### config.mk
export PLATFORM = sky130hd
export DESIGN_NAME = delay_line_fifo
export DESIGN_NICKNAME = d
export VERILOG_FILES = /design/src/rtl/delay_line_fifo_pkg.sv /design/src/rtl/delay_line_fifo_mem.sv /design/src/rtl/delay_line_fifo.sv
export SDC_FILE = /design/constraint.sdc
export NUM_CORES = 1
export LEC_CHECK = 0
export ABC_AREA = 1
export CORE_MARGIN = 3
export CORE_UTILIZATION = 53
export DETAILED_ROUTE_END_ITERATION = 16
export PLACE_DENSITY = 0.8
export SYNTH_ARGS = -nofsm -noshare
export SYNTH_HDL_FRONTEND = slang
export SYNTH_HIERARCHICAL = 1
export SYNTH_SLANG_ARGS = --single-unit
export TNS_END_PERCENT = 100
### constraint.sdc
create_clock -name CLK -period 3.87 [get_ports CLK]
set_clock_uncertainty 0.2 [all_clocks]
set_input_delay 0.387 -clock CLK [delete_from_list [all_inputs] [get_ports CLK]]
set_output_delay 0.387 -clock CLK [all_outputs]
set_load 0.01 [all_outputs]
### src/rtl/delay_line_fifo_pkg.sv
// delay_line_fifo_pkg: default sizing and derived width constants for the delay-line FIFO
package delay_line_fifo_pkg;
  localparam int WIDTH_DEF = 2;
  localparam int DEPTH_DEF = 4;
  localparam int PTR_W = $clog2(DEPTH_DEF);
  localparam int CNT_W = PTR_W + 1;
endpackage

### src/rtl/delay_line_fifo_mem.sv
// delay_line_fifo_mem: DEPTH x WIDTH storage, synchronous write, combinational read
module delay_line_fifo_mem #(
  parameter int WIDTH = 2,
  parameter int DEPTH = 4,
  localparam int PW = $clog2(DEPTH)
) (
  input  logic             CLK,
  input  logic             we,
  input  logic [PW-1:0]    waddr,
  input  logic [WIDTH-1:0] wdata,
  input  logic [PW-1:0]    raddr,
  output logic [WIDTH-1:0] rdata
);
  logic [WIDTH-1:0] mem [DEPTH];
  always_ff @(posedge CLK)
    if (we) mem[waddr] <= wdata;
  assign rdata = mem[raddr];
endmodule

### src/rtl/delay_line_fifo.sv
// delay_line_fifo: registered-ready FIFO with one-cycle latency and no empty bypass
module delay_line_fifo
  import delay_line_fifo_pkg::*;
#(
  parameter int WIDTH = WIDTH_DEF,
  parameter int DEPTH = DEPTH_DEF,
  localparam int PW = $clog2(DEPTH),
  localparam int CW = PW + 1
) (
  input  logic             CLK,
  input  logic             RESET,
  input  logic [WIDTH-1:0] I,
  input  logic             I_valid,
  output logic             I_ready,
  output logic [WIDTH-1:0] O,
  output logic             O_valid,
  input  logic             O_ready,
  output logic [CW-1:0]    count
);
  localparam logic [CW-1:0] FULL = CW'(DEPTH);
  logic [PW-1:0] rp, wp;
  logic [WIDTH-1:0] rdata;
  logic push, pop;
  assign I_ready = count < FULL;
  assign O_valid = count != '0;
  assign O = O_valid ? rdata : '0;
  assign push = I_valid & I_ready;
  assign pop = O_valid & O_ready;
  always_ff @(posedge CLK)
    if (RESET) begin
      rp <= '0;
      wp <= '0;
      count <= '0;
    end else begin
      if (push) wp <= wp + 1'b1;
      if (pop) rp <= rp + 1'b1;
      count <= count + CW'(push) - CW'(pop);
    end
  delay_line_fifo_mem #(.WIDTH(WIDTH), .DEPTH(DEPTH)) u_mem (
    .CLK(CLK),
    .we(push),
    .waddr(wp),
    .wdata(I),
    .raddr(rp),
    .rdata(rdata)
  );
endmodule

==> impl_metrics.ini <==
[outcome]
outcome = finished clean

[detailed_routing]
vias = 572
postRouteAntennaNets = 0
drc_errors = 0
drtIter0Drc = 9
drtPass1Iterations = 4
routed_wl_um = 1210
avgViaCountPerCell = 4.65
wl_per_cell_um = 9.87

[synthesis]
synth_cells = 93
mappedNetlistNets = 102
yosys_warnings = 6
ys_types = 16
yosys-top-cells-area = edfxtp_1, dfxtp_1, inv_1, nand2_1, nor2_1
synth_area_sq_um = 746
netlist.area_leader.share = 0.322
ys_ff_latch = 15
ys_seq_area_frac = 0.510
yosys.area.top_type = edfxtp_1
syn_avg_cell_area_sq_um = 8.02

[setup_path]
worst-setup-path-type = flop to output pin
cp-end-kind = output pin
r2r_slack_ns = 1.77
worstPathMaxFanout = 7
rr_endpoint = count[2]
crit_chain = inv_2 > nand2_1 > nand3_1 > nand2_1 > inv_1 > nor2_1 > clkdlybuf4s50_1
worstPathRequired_ns = 3.28
crit_path_top_delay_cell = clkdlybuf4s50_1
critPathMaxStageDelay_ns = 0.53
reg2reg_from = count[2]
critPathBufInv = 3
r2r_cells = 10
cp_common_cell = nand2_1
worstPathArrival_ns = 1.68
critPathTopFamily = buffers and inverters
cp-start-kind = flop

[min_path]
min_to = rp[1]
hp-class = flop to flop
worst_hold_path.num_cells = 2
min_from = rp[1]

[grt]
antenna_found_initial = 0
grt_overflow = 0
first_global_vias = 510
grt_start_max_net_pins = 10
grt_pass1_wl_um = 2110
track_usage = 0.155

[power_and_ir_drop]
pwr_density_cell_nw_per_um2 = 671
p_int_w = 0.000378
pwr-share-clk = 0.146
combPwrFrac = 0.479
pwr-share-seq = 0.375
leakage_nw = 0.434
swShare = 0.382
ir_drop_mv = 0.427
power.switching_w = 0.000234

[clock_network]
clk_pin_slew_worst_paths_ns = 0.09
clock_latency_ns = 0.29
cts_resized = 0
cts-root-buf = clkbuf_4
cts_buffers = 3
cts_hold_buf = 0
clkSinkCount = 15
cts.path.max_buffers = 2
cts_setup_buffers = 0
cts_tree = done
cts_htree_levels = 1

[cells_and_area]
final_area_sq_um = 911
drive_above_1_share = 0.119
num-fill-cells = 103
antennaDiodeCount = 0
syn_to_final_growth_pct = 22.1
nets = 119
final_util = 0.749

[job]
drv_cap = 0

[floorplanning]
initial_utilization = 0.613
num_io_pins = 13
die_area_sq_um = 1890
core_sq_um = 1220
fp.dieW_um = 43.5
rows = 12
die_h_um = 43.5

[placement]
gp_congestion = 0.845
dpl.hpwl_um = 965
place_area_sq_um = 883
placement.io_buffers = 12

[timing]
setup_viol = 0
slew_violations = 0
finalHoldViolCount = 0
tns_ns = 0
max_slew_margin = 0.768
whs_ns = 0.353
period_minus_slack_ns = 2.27
post-route-period-util = 0.586
fmax_mhz = 441
max_slew.worst_pin.slew_ns = 0.346
rsz0062_at_grt = no
-- cells in the final DEF, fill, tap and decap left out, drive strengths merged --
master         instances
a21oi                  3
clkbuf                 3
clkdlybuf4s50         12
inv                   27
clkinv                 1
nor3                   4
o21ai                  1
fa                     1
dfxtp                  7
ha                     2
edfxtp                 8
nor2                  12
nand2                 21
nand3                  6
o21bai                 1
-- synthesized netlist by cell type --
cell	n
inv_2	4
ha_1	2
fa_1	1
inv_1	23
nand2_2	1
nor3_1	4
nand2_1	19
nor2_2	3
o21ai_1	1
dfxtp_1	7
a21oi_1	3
o21bai_1	1
nand2_4	1
edfxtp_1	8
nand3_1	6
nor2_1	9
-- power by group through the flow --
stage,Clock [W],Combinational [W],Sequential [W]
floorplan,0,0.000172,0.000234
global placement,0,0.000288,0.000232
detailed placement,0,0.000296,0.000233
CTS,0.0000929,0.000296,0.000229
global route,0.000101,0.000329,0.000233
finish,0.0000890,0.000293,0.000229
-- worst register-to-register path, stage by stage (launching register included) --
cell	delay, ns
dfxtp_1	0.37
nor2_2	0.13
nand2_2	0.09
inv_1	0.10
nor2_1	0.05
ha_1	0.26
inv_1	0.04
ha_1	0.18
fa_1	0.40
a21oi_1	0.14
nor2_1	0.06
-- layout make-up --
| class | count | area, sq um | area share |
|---|---|---|---|
| Multi-Input combinational cell | 51 | 264 | 0.290 |
| Clock inverter | 1 | 5.00 | 0.00549 |
| Clock buffer | 3 | 22.5 | 0.0247 |
| Timing Repair Buffer | 12 | 120 | 0.132 |
| Tap cell | 14 | 17.5 | 0.0192 |
| Sequential cell | 15 | 380 | 0.418 |
| Inverter | 27 | 101 | 0.111 |
-- how the worst max path moves through the flow --
| stage | from | endpoint | slack, ns | cells after the start |
|---|---|---|---|---|
| floorplan | count[2] | count[2] | 1.85 | 10 |
| global route | rp[0] | O[1] | 1.45 | 7 |
| CTS | rp[0] | O[0] | 1.58 | 7 |
| detailed placement | I_valid | count[2] | 1.51 | 8 |
| global placement | I_valid | count[2] | 1.53 | 8 |
| finish | rp[0] | O[0] | 1.60 | 7 |
-- per-stage QoR --
step | total power (W) | instances | worst slack, ns
final | 0.000611 | 123 | 1.60
after detailed placement | 0.000529 | 119 | 1.51
after floorplan | 0.000406 | 93 | 1.85
after global placement | 0.000520 | 119 | 1.53
after CTS | 0.000618 | 123 | 1.58
after global routing | 0.000663 | 123 | 1.45
-- cell families after synthesis --
kind of cell / count (synthesis) / share of synthesized area
compound gates: 5 / 0.0369
simple gates: 43 / 0.257
buf+inv: 27 / 0.136
flops: 15 / 0.510
fa+ha+maj: 3 / 0.0604
-- state kept, by name, indices dropped and copies added (netlist names) --
register and cells:
u_mem/mem 8, wp 2, count 3, rp 2
-- routing by layer --
layer,part of all wire,up-vias,GRT usage
met4,0.024,0,0.0904
met2,0.44,12,0.233
met5,0,-,0
li1,-,311,-
met1,0.48,245,0.186
met3,0.053,4,0.0622
Note: power is estimated with default switching activity, not from simulation.
